--- src/rtl/bus_pkg.sv ---
// Shared definitions for the native valid/ready memory bus: widths, arbiter states,
// and the request payload carried from a master to the slave.
package bus_pkg;

   localparam int unsigned ADDR_W = 32;
   localparam int unsigned DATA_W = 32;
   localparam int unsigned STRB_W = 4;

   localparam logic [DATA_W-1:0] ERR_RDATA_DEFAULT = 32'hDEAD_BEEF;

   typedef enum logic [1:0] {
      ST_IDLE    = 2'd0,
      ST_BUSY    = 2'd1,
      ST_RELEASE = 2'd2
   } state_e;

   typedef struct packed {
      logic [ADDR_W-1:0] addr;
      logic [DATA_W-1:0] wdata;
      logic [STRB_W-1:0] wstrb;
   } bus_req_t;

endpackage

--- src/rtl/rr_pick.sv ---
// Round-robin pick: first requester after the last winner, wrapping modulo N.
module rr_pick #(
   parameter  int unsigned N     = 4,
   localparam int unsigned IDX_W = $clog2(N)
) (
   input  logic [N-1:0]     req,
   input  logic [IDX_W-1:0] last,
   output logic [IDX_W-1:0] gnt,
   output logic             any_req
);

   logic [IDX_W-1:0] idx;

   // Walk the search order backwards so the closest requester after last is written last.
   always_comb begin
      gnt     = '0;
      any_req = 1'b0;
      idx     = '0;
      for (int unsigned k = N; k > 0; k--) begin
         idx = IDX_W'((32'(last) + k) % N);
         if (req[idx]) begin
            gnt     = idx;
            any_req = 1'b1;
         end
      end
   end

endmodule

--- src/rtl/bus_rr_arbiter.sv ---
// N-master to 1-slave round-robin arbiter, one transaction per grant, with a watchdog
// that completes a stalled transfer with an error response.
module bus_rr_arbiter
   import bus_pkg::*;
#(
   parameter  int unsigned       N_MASTERS = 4,
   parameter  int unsigned       TIMEOUT   = 255,
   parameter  logic [DATA_W-1:0] ERR_RDATA = ERR_RDATA_DEFAULT,
   localparam int unsigned       IDX_W     = $clog2(N_MASTERS)
) (
   input  logic                          clk,
   input  logic                          resetn,
   input  logic [N_MASTERS-1:0]          m_valid,
   output logic [N_MASTERS-1:0]          m_ready,
   input  logic [ADDR_W*N_MASTERS-1:0]   m_addr,
   input  logic [DATA_W*N_MASTERS-1:0]   m_wdata,
   input  logic [STRB_W*N_MASTERS-1:0]   m_wstrb,
   output logic [DATA_W-1:0]             m_rdata,
   output logic                          s_valid,
   input  logic                          s_ready,
   output logic [ADDR_W-1:0]             s_addr,
   output logic [DATA_W-1:0]             s_wdata,
   output logic [STRB_W-1:0]             s_wstrb,
   input  logic [DATA_W-1:0]             s_rdata,
   output logic                          bus_err,
   output logic [IDX_W-1:0]              err_master
);

   localparam int unsigned       WDOG_W    = (TIMEOUT == 0) ? 1 : $clog2(TIMEOUT + 1);
   localparam logic [WDOG_W-1:0] WDOG_LAST = WDOG_W'(TIMEOUT - 1);

   state_e            state, state_d;
   logic [IDX_W-1:0]  grant, grant_d;
   logic [IDX_W-1:0]  last, last_d;
   logic [WDOG_W-1:0] wdog, wdog_d;
   logic [IDX_W-1:0]  err_master_d;
   logic [IDX_W-1:0]  pick;
   logic              any_req;
   logic              wdog_expire;
   bus_req_t          reqs [N_MASTERS];
   bus_req_t          sel;

   for (genvar g = 0; g < N_MASTERS; g++) begin : g_req
      assign reqs[g].addr  = m_addr [g*ADDR_W +: ADDR_W];
      assign reqs[g].wdata = m_wdata[g*DATA_W +: DATA_W];
      assign reqs[g].wstrb = m_wstrb[g*STRB_W +: STRB_W];
   end

   assign sel         = reqs[grant];
   assign wdog_expire = (TIMEOUT != 0) && (wdog == WDOG_LAST);

   rr_pick #(.N(N_MASTERS)) u_pick (
      .req     (m_valid),
      .last    (last),
      .gnt     (pick),
      .any_req (any_req)
   );

   always_ff @(posedge clk) begin
      if (!resetn) begin
         state      <= ST_IDLE;
         grant      <= '0;
         last       <= IDX_W'(N_MASTERS - 1);
         wdog       <= '0;
         err_master <= '0;
      end else begin
         state      <= state_d;
         grant      <= grant_d;
         last       <= last_d;
         wdog       <= wdog_d;
         err_master <= err_master_d;
      end
   end

   // Slave-side request and master completion are driven only while BUSY, from the registered grant.
   always_comb begin
      state_d      = state;
      grant_d      = grant;
      last_d       = last;
      wdog_d       = wdog;
      err_master_d = err_master;
      s_valid      = 1'b0;
      s_addr       = '0;
      s_wdata      = '0;
      s_wstrb      = '0;
      m_ready      = '0;
      m_rdata      = '0;
      bus_err      = 1'b0;

      case (state)
         ST_IDLE: begin
            if (any_req) begin
               grant_d = pick;
               wdog_d  = '0;
               state_d = ST_BUSY;
            end
         end
         ST_BUSY: begin
            s_valid = 1'b1;
            s_addr  = sel.addr;
            s_wdata = sel.wdata;
            s_wstrb = sel.wstrb;
            if (s_ready) begin
               m_ready[grant] = 1'b1;
               m_rdata        = s_rdata;
               last_d         = grant;
               state_d        = ST_RELEASE;
            end else if (!m_valid[grant]) begin
               state_d = ST_IDLE;
            end else if (wdog_expire) begin
               m_ready[grant] = 1'b1;
               m_rdata        = ERR_RDATA;
               bus_err        = 1'b1;
               err_master_d   = grant;
               last_d         = grant;
               state_d        = ST_RELEASE;
            end else if (TIMEOUT != 0) begin
               wdog_d = wdog + WDOG_W'(1);
            end
         end
         ST_RELEASE: state_d = ST_IDLE;
         default:    state_d = ST_IDLE;
      endcase

      // A transaction caught by reset is abandoned silently.
      if (!resetn) begin
         s_valid = 1'b0;
         s_addr  = '0;
         s_wdata = '0;
         s_wstrb = '0;
         m_ready = '0;
         m_rdata = '0;
         bus_err = 1'b0;
      end
   end

endmodule
--- config.mk ---
export PLATFORM = sky130hd
export DESIGN_NAME = bus_rr_arbiter
export DESIGN_NICKNAME = d
export VERILOG_FILES = /design/src/rtl/bus_pkg.sv /design/src/rtl/rr_pick.sv /design/src/rtl/bus_rr_arbiter.sv
export SDC_FILE = /design/constraint.sdc
export NUM_CORES = 1
export LEC_CHECK = 0
export CORE_AREA = 2 2 161 163
export DETAILED_ROUTE_END_ITERATION = 6
export DIE_AREA = 0 0 163 165
export PLACE_DENSITY = 0.56
export SETUP_SLACK_MARGIN = 0.02
export SLEW_MARGIN = 30
export SYNTH_ARGS = -nofsm -noshare
export SYNTH_HDL_FRONTEND = slang
export SYNTH_SLANG_ARGS = --single-unit
--- constraint.sdc ---
create_clock -name clk -period 2.25 [get_ports clk]
set_clock_uncertainty 0.1 [all_clocks]
set_input_delay 0.45 -clock clk [delete_from_list [all_inputs] [get_ports clk]]
set_output_delay 0.45 -clock clk [all_outputs]
set_load 0.05 [all_outputs]
# == After elaboration in Yosys (flattened, before gate mapping) ==
# Cells that the tools add are included.
# totals
regBits,16
out_inout_bits,108
# op_classes
addsub,5
magnitude_cmp,7
n_eq_ne,7
mux,59
bitwise,2
reduce_logical,10
# op_table
op,n
32-bit two-way mux,9
68-bit binary-select mux with 2-bit select,1
68-bit two-way mux,2
8-bit two-way mux,4
4-bit two-way mux,7
2-bit two-way mux,11
1-bit two-way mux,17
8-bit one-hot mux with 2 select lines,1
"2-bit by 3-bit < comparator with 1-bit output, second input constant",5
1-bit binary-select mux with 2-bit select,5
"8-bit by 1-bit adder with 8-bit output, second input constant",1
"8-bit equality test, second input constant",1
"2-bit inequality test, second input constant",4
2-bit nonzero test,3
5-bit AND reduction,1
"2-bit by 1-bit adder with 2-bit output, second input constant",2
"2-bit adder, second input constant",2
"4-bit inequality test, second input constant",1
2-bit one-hot mux with 2 select lines,1
2-bit AND reduction,2
4-bit AND reduction,1
"3-bit greater-or-equal comparator, second input constant",1
2-bit NOT with 3-bit output,1
3-bit AND reduction,1
6 further kinds,6

# == Logic depth before layout (Yosys ltp) ==
# Gate-level depths: netlist (run 1).
# depth
ltp_word,9
mapped_depth,8
depth_no_buf,6

# == Cells and area by module ==
# A second synthesis (run 1) with hierarchy kept.
# unflattened
hier_cells,341
area_unflattened_um2,3333.2
# modules_own_cells
mod,n_inst,cells_each,area_per_inst_um2
bus_rr_arbiter,1,327,3241.9
rr_pick,1,14,91.3

# == Least setup slack after synthesis (run 1) ==
# OpenSTA, ideal clock, no wires.
# synth_path
path_type,input to output
startpoint,input port resetn
endpoint,output port m_ready[2]
arrival_time_ps,2623
setup_slack_ps,-923
cell_stages,6
path_buffers,2
path_cell_list,clkdlybuf4s15_1 nand2_1 clkinv_1 o21ai_1 buf_2 nor3b_1
# synth_between
elab_chain_len,1
# synth_rtl
element,line_no,source
from (decl),bus_rr_arbiter.sv:12,"input logic resetn,"
4-bit two-way mux,bus_rr_arbiter.sv:126,if (!resetn) begin
to (decl),bus_rr_arbiter.sv:14,"output logic [N_MASTERS-1:0] m_ready,"
# No other way between the ends.

# == Worst setup path after layout (run 1) ==
# layout_path
startpoint,register grant[0]
endpoint,output port s_addr[26]
# layout_between
elab_chain_len,6
# layout_rtl
element,line_no,source
from (decl),bus_rr_arbiter.sv:33,"logic [IDX_W-1:0] grant, grant_d;"
from (signal assigned),bus_rr_arbiter.sv:68,grant <= grant_d;
2-bit NOT with 3-bit output (implied by the code),bus_rr_arbiter.sv:49,assign sel = reqs[grant];
68-bit binary-select mux with 2-bit select,bus_rr_arbiter.sv:49,
68-bit two-way mux (implied by the code) (2 in series),bus_rr_arbiter.sv:49,
32-bit two-way mux,bus_rr_arbiter.sv:90,case (state)
32-bit two-way mux,bus_rr_arbiter.sv:126,
to (decl),bus_rr_arbiter.sv:21,"output logic [ADDR_W-1:0] s_addr,"
# No other way between the ends. The select of a mux whose other input is x is not followed.

==> summary.md, run 1 <==
| Metric | Value |
|---|---|
| CP Capture Point | `s_addr[26]` |
| Slew headroom | `0.657` |
| GRT Residual Overflow | `0` |
| Outcome | `finished with violations` |
| Min setup slack post-route | `-0.293 ns` |
| Final nets | `1,087` |
| CTS tree | `yes` |
| Top-area cell type share of the netlist area | `0.474` |
| First-pass GRT wire length | `29,400 µm` |
| TritonRoute pass-1 iters | `4` |
| Worst reg2reg startpoint | `grant[0]$_SDFFE_PN0P_` |
| CP Max Fanout | `6` |
| Initial antenna violation count | `1` |
| CTS max path bufs | `2` |
| Final setup viols | `97` |
| GRT Util Overall | `0.141` |
| # DRC | `0` |
| Final std cells w/o fill | `1,103` |
| EDFF count, synth | `0` |
| Fin. max-slew vios | `0` |
| DP Wirelength | `16,800 µm` |
| Min Tclk post-route | `2.54 ns` |
| Mean post-synth cell area | `9.75 µm²` |
| # clock sinks | `16` |
| Worst Tran Pin Value | `0.513 ns` |
| Placer Congestion | `0.799` |
| CTS buffer count | `3` |
| CP cell instances | `buf_4 > buf_12 > bufbuf_16 > mux4_2 > and3_2 > buf_6` |
| Critical Path Source | `grant[0]$_SDFFE_PN0P_` |
| Hold slack | `0.361 ns` |
| Die Y-Extent | `165 µm` |
| Row cnt | `58` |
| Leak pwr | `3.62 nW` |
| Crit path DAT | `1.99 ns` |
| Gate Count Post-Synth | `336` |
| Synthesis-to-layout area growth | `185%` |
| RR Endpoint | `state[1]$_SDFFE_PN0P_` |
| Final wirelength | `20,400 µm` |
| Asr flop ratio synth | `0` |
| Reg clk slew, reported paths | `0.05 ns` |
| Number of max-cap violations | `0` |
| Clock latency on the worst-skew pair | `0.25 ns` |
| Clk Tree Root Cell | `clkbuf_16` |
| Peak supply drop | `213 µV` |
| Ant. Diodes | `0` |
| Top cells by area, synth | `mux4_2 47%, and3_1 15%, dfxtp_1 9.8%, a21oi_1 4.6%, clkbuf_1 3.1%` |
| Post-synthesis cell area | `0.00328 mm²` |
| Reg2Reg Setup Slack | `0.20 ns` |
| WL per Instance | `18.5 µm` |
| Count of final hold-check violations | `0` |
| Max Clk Rate | `393 MHz` |
| Yosys cell types | `42` |
| Synth area leader | `mux4_2` |
| Power per cell area | `314 mW/mm²` |
| R2r worst-path depth | `9` |
| Layout cells sized above 1 | `0.440` |
| H-tree depth | `1` |
| Register bit total from synthesis | `16` |
| Core Area | `0.0250 mm²` |
| DIE WIDTH | `163 µm` |
| Critical Path End Type | `output port` |
| Vias | `4,691` |
| Critical path's largest stage delay | `0.48 ns` |
| Critical path type | `reg2out` |
| Die ar. | `0.0269 mm²` |
| YS warnings | `0` |
| RSZ-0062 raised after global routing | `true` |
| Hold Path Class | `reg2reg` |
| Mapped Nets | `649` |
| Hold Path Stages | `2` |
| Tcrit/Tclk final | `1.13` |
| Place WS | `-0.591 ns` |
| Vias in the first global route | `5,049` |
| DR iter-0 viols | `139` |
| Startpoint types | `register` |
| I/O pins | `419` |
| Failing checks | `setup timing` |
| Placed cells | `1,078` |
| Vias/cell | `4.25` |
| Register area share after synthesis | `0.0978` |
| Port bufs | `418` |
| Largest net degree at the start of global routing | `70` |
| Post-synth top flop | `dfxtp_1` |
| WP data required | `1.70 ns` |
| Antenna Nets Post-Route | `0` |
| Initial Utilization | `0.131` |
| Critical Path Slowest Stage Cell | `mux4_2` |
==> synth_stat cells, types with 2 or more instances <==
cell        n
nor2_1      6
and3_1     80
inv_1      27
o21ai_0     6
nand2b_1    2
o211ai_1    2
clkbuf_1   27
o21ai_1     2
nand2_1    15
dfxtp_1    16
a21oi_1    30
or3_1       3
mux2i_1     5
nand4_1     2
o31ai_1     3
a21boi_1    2
o2111ai_1   2
mux4_2     69
or4_1       2
buf_2      10
ha_1        2
nor3b_1     3
==> metrics by stage <==
step / util / total power [mW] / instance area (µm²) / setup TNS, ns
global route: 0.372 / 3.07 / 9330 / -26.98
floorplan: - / 1.33 / 3580 / -0.984
finish: 0.372 / 2.93 / 9330 / -21.26
CTS: 0.372 / 2.94 / 9310 / -23.96
global placement: 0.328 / 2.25 / 8200 / -18.42
detailed placement: 0.328 / 2.26 / 8200 / -19.16
==> worst min path at each step <==
stage / start / end / slack, ns
after global routing: err_master[0]$_SDFFE_PN0P_ / err_master[0]$_SDFFE_PN0P_ / 0.39
final: err_master[0]$_SDFFE_PN0P_ / err_master[0]$_SDFFE_PN0P_ / 0.36
after global placement: err_master[1]$_SDFFE_PN0P_ / err_master[1]$_SDFFE_PN0P_ / 0.35
after floorplan: wdog[7]$_SDFFE_PN0P_ / wdog[7]$_SDFFE_PN0P_ / 0.36
after CTS: err_master[0]$_SDFFE_PN0P_ / err_master[0]$_SDFFE_PN0P_ / 0.37
after detailed placement: err_master[0]$_SDFFE_PN0P_ / err_master[0]$_SDFFE_PN0P_ / 0.36
==> where the power goes <==
| group | switching, mW | leakage, nW | internal, mW |
|---|---|---|---|
| combinational | 0.925 | 3.44 | 1.31 |
| clock | 0.119 | 0.0442 | 0.270 |
| sequential | 0.0125 | 0.131 | 0.294 |
==> kinds of logic (layout without fill, tap and decap cells) <==
group,after synthesis,count (layout),synth area share
muxes,74,74,0.490
and+or+nand+nor,120,120,0.217
xor gates and xnor gates,1,1,0.00267
AOI/OAI and AO/OA,54,54,0.0989
buffers and inverters,69,506,0.0859
adders and majority gates,2,2,0.00764
DFF,16,16,0.0978
==> cell usage in the layout (no fill, tap or decap), types with 3 or more instances in the layout <==
cell,Yosys,routed
clkdlybuf4s50_1,0,306
buf_6,0,71
mux4_2,69,69
and3_4,0,46
buf_4,1,30
buf_12,0,29
buf_8,0,28
inv_1,27,27
and3_1,80,17
and3_2,0,17
nand2_1,15,14
dfxtp_1,16,14
a21oi_2,0,12
a21oi_4,0,12
o21ai_0,6,6
a21oi_1,30,6
nor2_1,6,5
mux2i_1,5,5
buf_2,10,4
or3_1,3,3
o31ai_1,3,3
clkbuf_16,0,3
==> repair_timing <==
item / 4_1_cts / 5_1_grt
endpoints found under the hold margin: 0 / 0
setup endpoints to repair: 98 / 97
hold buffers: 0 / 0
pin swaps: 1 / 1
gates cloned: 5 / 0
resized for setup: 204 / 15
setup buffers: 16 / 3
==> registers in the layout (all words and copies together), names as in the netlist <==
| signal | cells |
|---|---|
| wdog | 8 |
| err_master | 2 |
| grant | 2 |
| last | 2 |
| state | 2 |
==> final cells by class <==
cell class | instances | area, µm²
tap | 330 | 413
timing repair buffer | 473 | 5220
fill | 2490 | 15700
multi-input combinational | 251 | 3160
sequential | 16 | 328
clock buffer | 4 | 88.8
inverter | 29 | 114
==> metal layers <==
| layer | vias to the layer above | part of all wire | routed length, µm | GRT usage |
|---|---|---|---|---|
| met3 | 32 | 0.078 | 1590 | 0.0352 |
| li1 | 2212 | - | - | - |
| met4 | 2 | 0.023 | 477 | 0.0334 |
| met1 | 2216 | 0.38 | 7770 | 0.163 |
| met2 | 229 | 0.52 | 10600 | 0.262 |
| met5 | - | 0.00049 | 10 | 0 |
==> critical path: cells and delay by family, from the launching register on <==
kind	cells	cell delay, ns
buffers and inverters	4	0.69
muxes	1	0.48
DFF	1	0.34
and+or+nand+nor	1	0.23
No activity file was read; power rests on OpenSTA's default activity.
==> run 2, diff against run 1 <==
--- a/config.mk
+++ b/config.mk
@@ -9,6 +9,7 @@
 export DETAILED_ROUTE_END_ITERATION = 6
 export DIE_AREA = 0 0 163 165
 export PLACE_DENSITY = 0.56
+export REMOVE_ABC_BUFFERS = 1
 export SETUP_SLACK_MARGIN = 0.02
 export SLEW_MARGIN = 30
 export SYNTH_ARGS = -nofsm -noshare
==> run 2 against run 1 <==
The run still ends with setup timing left. First-iteration DRC count up 64%. Non-clock buffer count up 2. Hold slack worse by 0.0076 ns. Critical path depth up 2. Clock-buffer cell count unchanged. Final cell count up 0.27%. Setup slack worse by 0.060 ns. Sequential share of layout area up 0.19 points. Power down 5.3%. Final area down 5.2%. Flip-flop and latch count unchanged. Critical endpoint is now m_ready[3]. Largest power group unchanged.
==> summary.md, run 2 (synthesis results as in run 1) <==
| Metric | Value |
|---|---|
| Footprint of the multi-input gates | `0.00280 mm²` |
| GRT Residual Overflow | `0` |
| Routed wl met3 | `1550 µm` |
| Core Area | `0.0250 mm²` |
| Vias/cell | `4.25` |
| Synthesis-to-layout area growth | `170%` |
| Final std cells w/o fill | `1,106` |
| Max reg flops | `8` |
| Tcrit/Tclk final | `1.16` |
| CTS buffer count | `3` |
| Fin. max-slew vios | `0` |
| Vias | `4,695` |
| First-pass GRT wire length | `31,300 µm` |
| Initial antenna violation count | `1` |
| Largest net degree at the start of global routing | `81` |
| Seq. cell area | `328 µm²` |
| WP data required | `1.70 ns` |
| Min Tclk post-route | `2.60 ns` |
| Die ar. | `0.0269 mm²` |
| Most frequent cells in the layout | `306 x clkdlybuf4s50_1, 103 x buf_4, 78 x and3_1` |
| Critical path type | `reg2out` |
| DR iter-0 viols | `228` |
| Outcome | `finished with violations` |
| Max Clk Rate | `384 MHz` |
| Failing checks | `setup timing` |
| Vias in the first global route | `4,901` |
| I/O pins | `419` |
| GRT Util Overall | `0.155` |
| Final setup viols | `97` |
| Commonest non-fill, non-tap cell in the layout | `clkdlybuf4s50_1` |
| Placer Congestion | `0.851` |
| Leak pwr | `3.68 nW` |
| Layout cells sized above 1 | `0.335` |
| # clock sinks | `16` |
| Reg2Reg Setup Slack | `0.31 ns` |
| CP Capture Point | `m_ready[3]` |
| Slew headroom | `0.674` |
| H-tree depth | `1` |
| Crit path DAT | `2.05 ns` |
| Place WS | `-0.529 ns` |
| Reg clk slew, reported paths | `0.05 ns` |
| Worst Tran Pin Value | `0.487 ns` |
| RSZ-0062 raised after global routing | `true` |
| Initial Utilization | `0.131` |
| # DRC | `0` |
| Hold Path Class | `reg2reg` |
| Hold slack | `0.354 ns` |
| Placed cells | `1,078` |
| Critical Path Source | `grant[0]$_SDFFE_PN0P_` |
| Min setup slack post-route | `-0.354 ns` |
| Startpoint types | `register` |
| Largest Register | `wdog` |
| Port bufs | `418` |
| Count of final hold-check violations | `0` |
| DIE WIDTH | `163 µm` |
| Top sig layer | `met4` |
| R2r worst-path depth | `8` |
| Worst reg2reg startpoint | `grant[0]$_SDFFE_PN0P_` |
| Number of max-cap violations | `0` |
| DP Wirelength | `18,300 µm` |
| RR Endpoint | `state[1]$_SDFFE_PN0P_` |
| Clock latency on the worst-skew pair | `0.25 ns` |
| Critical Path End Type | `output port` |
| Die Y-Extent | `165 µm` |
| Antenna Nets Post-Route | `0` |
| Final nets | `1,089` |
| Final wirelength | `22,500 µm` |
| Row cnt | `58` |
| CP Max Fanout | `7` |
| # fillers | `2,530` |
| WL per Instance | `20.4 µm` |
| TritonRoute pass-1 iters | `4` |
| Hold_buf cts | `0` |
| Clk Tree Root Cell | `clkbuf_16` |
| Power per cell area | `313 mW/mm²` |
| Peak supply drop | `319 µV` |
| Met2 wire length | `11,800 µm` |
| M1 wire length | `8790 µm` |
| CTS tree | `yes` |
| CTS max path bufs | `2` |
| Min-delay src | `err_master[0]$_SDFFE_PN0P_` |
run 2: cell count changes in the layout (fill, tap and decap cells not counted), sizes merged:
cell           previous run  this run
buf                     164       156
clkbuf                    4        14
clkdlybuf4s15             2         1
diode                     0         1
dlygate4sd2               0         1
run 2: worst max-delay path, stage by stage, from the launching register on:
cell	delay (ns)
dfxtp_4	0.36
mux4_2	0.53
and3_4	0.18
o21ai_4	0.17
buf_6	0.16
buf_8	0.13
buf_6	0.10
nor2_4	0.03
buf_12	0.14
run 2: cell type report:
type | count | area share
Timing Repair Buffer | 475 | 0.577
Multi-Input combinational cell | 251 | 0.317
Tap cell | 330 | 0.0467
Sequential cell | 16 | 0.0371
Inverter | 29 | 0.0123
Clock buffer | 4 | 0.0100
Antenna cell | 1 | 0.000283
run 2: report_power, final:
group	internal [mW]	switching [mW]
Sequential	0.294	0.0139
Clock	0.271	0.124
Combinational	1.19	0.880
run 2: metrics by stage:
stage | power (mW) | utilization | cell area [µm²] | TNS (ns)
5_1_grt | 2.90 | 0.353 | 8840 | -30.97
2_1_floorplan | 1.25 | - | 3100 | -310.03
3_5_place_dp | 2.27 | 0.332 | 8300 | -16.87
6_report | 2.77 | 0.353 | 8840 | -24.70
3_3_place_gp | 2.26 | 0.332 | 8300 | -16.17
4_1_cts | 2.75 | 0.346 | 8650 | -33.50
run 2: how the worst min path moves through the flow:
stage	slack (ns)	endpoint	cells after the start
4_1_cts	0.36	err_master[0]$_SDFFE_PN0P_	2
3_3_place_gp	0.34	err_master[1]$_SDFFE_PN0P_	2
3_5_place_dp	0.35	err_master[0]$_SDFFE_PN0P_	2
2_1_floorplan	0.36	wdog[7]$_SDFFE_PN0P_	2
6_report	0.35	err_master[0]$_SDFFE_PN0P_	2
5_1_grt	0.39	err_master[0]$_SDFFE_PN0P_	2
run 2: repair_timing:
item / CTS / global route
buffers inserted: 10 / 11
setup endpoints to repair: 106 / 105
pin swaps: 2 / 1
cloned: 4 / 1
gates resized for setup: 30 / 36
run 2: layer usage:
| layer | vias to the layer above | track usage |
|---|---|---|
| met4 | 0 | 0.0257 |
| met1 | 2256 | 0.190 |
| li1 | 2218 | - |
| met5 | - | 0 |
| met2 | 199 | 0.283 |
| met3 | 22 | 0.0347 |
==> patch 1: new RTL, settings of run 2 <==
Encoding of `state_e`: now one-hot (3 bits for 3 states).
--- a/src/rtl/bus_pkg.sv
+++ b/src/rtl/bus_pkg.sv
@@ -10,6 +10,6 @@
 
-   typedef enum logic [1:0] {
-      ST_IDLE    = 2'd0,
-      ST_BUSY    = 2'd1,
-      ST_RELEASE = 2'd2
+   typedef enum logic [2:0] {
+      ST_IDLE    = 3'b001,
+      ST_BUSY    = 3'b010,
+      ST_RELEASE = 3'b100
    } state_e;
Formal check against the unedited RTL: no difference found for any inputs over 4 cycles, from zero or initial values and one cycle with resetn low; so few cycles prove little.
==> patch 1 against run 2 <==
The flow still finishes with violations (negative setup slack). Synthesized cell count did not move. Power down 2.3%. Wire length fell by 0.87%. Cell area increased by 9.3%. Area after synthesis rose by 0.38%. Sequential cell count grew 1. Final cell count grew 1.8%. Sequential power is 5% higher. Register-to-register slack worse by 0.18 ns. Worst setup slack got worse by 0.071 ns.
==> patch 1: results <==
logic_synthesis:
  synth_cell_type_count: 38
  synth_area_leaders: "mux4_2 47%, and3_1 15%, dfxtp_1 10%"
  synth_top_area_cell: "mux4_2"
  synthAdderAreaFrac: 0.007610
  synth.cells.most_frequent: "80 x and3_1, 69 x mux4_2, 33 x a21oi_1"
  seq_area_frac_synth: 0.1035
  synthMuxAreaShare: 0.4817
  synth_compound_area_frac: 0.09893
  synth_xor_area_frac: 0.002664
routing:
  dr.pass1.iters: 6
  num_vias: 4845
  drtIter0Drc: 194
  detail_route.wl_per_cell_um: 19.82
grt:
  grt_first_pass_wirelength_um: 31400
  antenna_found_initial: 1
  track_usage: 0.1556
  grt_max_degree: 71
  grt_pass1_vias: 5067
cells_and_area:
  reg_top3: "wdog x8, state x3"
  diodes: 0
  drive_gt1_frac: 0.4497
  nNetsFinal: 1110
placed_design:
  hpwl_um: 18070
  placed_cell_area_um2: 8447
  dp_slack_ns: -0.6783
  routabilityCongestion: 0.8902
setup_path:
  reg2reg_depth: 10
  crit_arrival_ns: 2.12
  r2r-end: "err_master[1]"
  setup.worst_path.end: "m_ready[1]"
  cp_max_fo: 3
  setup.reg_to_reg.worst_slack_ns: 0.13
status:
  violations: "negative setup slack"
  outcome: "finished, violations left"
pwr:
  power.density_nw_per_um2: 280.1
  vdd_ir_drop_max_v: 0.0002091
  power_leakage_uw: 0.003711
  power.switching_uw: 886.6
sta:
  setup_viol: 96
  fin_tns_setup_ns: -26.78
  setup_ws_ns: -0.4246
patch 1: critical path, cell delays in order, from the launching register on:
cell and delay (ns):
dfxtp_4 0.34, mux4_2 0.56, a31oi_4 0.21, nand2b_4 0.19
buf_12 0.12, buf_12 0.10, inv_4 0.03, and3_4 0.17
buf_8 0.14
patch 1: layout make-up:
type                       instances  share of cell area
timing repair buffer             496              0.5757
multi-input combinational        248              0.3250
tap                              330             0.04273
sequential                        17             0.03600
inverter                          31             0.01230
clock buffer                       3            0.007769
clock inverter                     1           0.0005179
patch 1: layer usage:
| metal | track usage | part of all wire |
|---|---|---|
| met3 | 0.02913 | 0.059 |
| met1 | 0.1995 | 0.41 |
| met5 | 0 | 0.00058 |
| met4 | 0.03017 | 0.015 |
| met2 | 0.2733 | 0.52 |
patch 1: worst min path at each step:
| stage | start | end | slack, ns | cells past startpoint |
|---|---|---|---|---|
| 2_1_floorplan | wdog[7] | wdog[7] | 0.37 | 2 |
| 3_3_place_gp | wdog[7] | wdog[7] | 0.38 | 2 |
| 3_5_place_dp | err_master[1] | err_master[1] | 0.40 | 2 |
| 4_1_cts | wdog[7] | wdog[7] | 0.41 | 2 |
| 5_1_grt | wdog[7] | wdog[7] | 0.44 | 2 |
| 6_report | err_master[0] | err_master[0] | 0.41 | 2 |
patch 1: timing repair:
| action | 4_1_cts | 5_1_grt |
|---|---|---|
| setup buffers | 22 | 3 |
| resized for setup | 169 | 41 |
| pin swaps | 4 | 4 |
| endpoints found under the setup margin | 106 | 105 |
| cloned | 10 | 0 |
patch 1: cells by family after synthesis:
kind of cell / Yosys count
AO/OA/AOI/OAI: 53
XOR/XNOR: 1
adder cells (fa/ha/maj): 2
buffers and inverters: 71
flip-flops: 17
multiplexers: 72
AND/OR/NAND/NOR: 120
patch 1: power by group through the flow:
stage	clock [uW]	combinational (uW)	sequential (uW)
final	366	2020	323
after global routing	390	2140	324
after CTS	369	2130	322
after detailed placement	0	1740	329
after global placement	0	1730	329
after floorplan	0	681	442
patch 1: stage by stage:
step | cells | hold WS (ns) | power, uW
floorplan | 296 | 0.3668 | 1123
global placement | 1096 | 0.3821 | 2060
detailed placement | 1096 | 0.3979 | 2067
CTS | 1131 | 0.4078 | 2825
global route | 1126 | 0.4394 | 2852
finish | 1126 | 0.4101 | 2706
==> patch 2: new RTL, flow settings as in run 2 <==
Without the edit above. `STRB_W`: 4 -> 6.
--- a/src/rtl/bus_pkg.sv
+++ b/src/rtl/bus_pkg.sv
@@ -6,3 +6,3 @@
    localparam int unsigned DATA_W = 32;
-   localparam int unsigned STRB_W = 4;
+   localparam int unsigned STRB_W = 6;
 
Ports: changed (resized m_wstrb and s_wstrb); port bits go from 419 to 429. The function was not compared with the original's and may differ.
==> patch 2 against run 2 <==
The flow still finishes with violations (negative setup slack). Global-route usage rose by 1.3 points. Fmax barely moved. Wire length rose by 5.9%. Area after synthesis rose by 1.8%. Utilization rose by 3.9 points. Non-clock buffer count rose by 20. First-iteration DRC count fell by 5.3%. Power rose by 12%. Sequential power barely moved. Die area did not move. Synthesized cell count rose by 1.8%. Sequential cell count did not move. Cell area rose by 11%. Worst setup slack got worse by 0.0015 ns.
==> patch 2: results <==
status:
  outcome: "finished, violations left"
  violations: "negative setup slack"
placed_design:
  portBuffers: 428
  hpwl_um: 20180
  dp_slack_ns: -0.5131
  routabilityCongestion: 0.8756
sta:
  tightest_slew_ns: 0.5297
  setup_ws_ns: -0.3552
  setup_viol: 98
  holdWs_ns: 0.3642
routing:
  wl_met2_um: 11620
  num_vias: 4861
  avgViaCountPerCell: 4.294
grt:
  antenna_found_initial: 3
  use_met3: 0.03214
  gr-usage-met2: 0.2789
  track_usage: 0.1684
cells_and_area:
  fillerInstances: 2490
pwr:
  clkPwrFrac: 0.124
  combPwrFrac: 0.777
  vdd_ir_drop_max_v: 0.0001880
hold_path:
  worstHoldEndpoint: "err_master[1]"
setup_path:
  setup.worst_path.end: "m_rdata[30]"
logic_synthesis:
  synth_area_leaders: "mux4_2 48%, and3_1 15%, dfxtp_1 9.6%"
  synth.cells.most_frequent: "80 x and3_1, 71 x mux4_2, 33 x a21oi_1"
  synth_cell_type_count: 39
  synthAdderAreaFrac: 0.007508
==> patch 2: cell types whose count changed in the layout (fill, tap and decap cells not counted), moves of 4 or more <==
cell	before	now
buf_4	103	33
and3_1	78	9
and3_4	2	71
buf_6	6	44
buf_8	1	35
buf_12	40	56
a21oi_1	22	30
clkdlybuf4s50_1	306	314
a21oi_4	7	0
clkbuf_16	12	8
==> patch 2: repair_timing <==
| action | 4_1_cts | 5_1_grt |
|---|---|---|
| buffers inserted | 9 | 9 |
| gates cloned | 6 | 0 |
| endpoints found under the setup margin | 108 | 107 |
| pin swaps | 3 | 17 |
| gates resized for setup | 122 | 118 |
| hold endpoints to repair | 0 | 0 |
==> patch 2: cell type report <==
cell class / instances / share of cell area
tap: 330 / 0.04202
multi-input combinational: 254 / 0.3180
clock buffer: 4 / 0.009041
inverter: 30 / 0.01146
sequential: 16 / 0.03336
antenna: 3 / 0.0007640
timing repair buffer: 495 / 0.5854
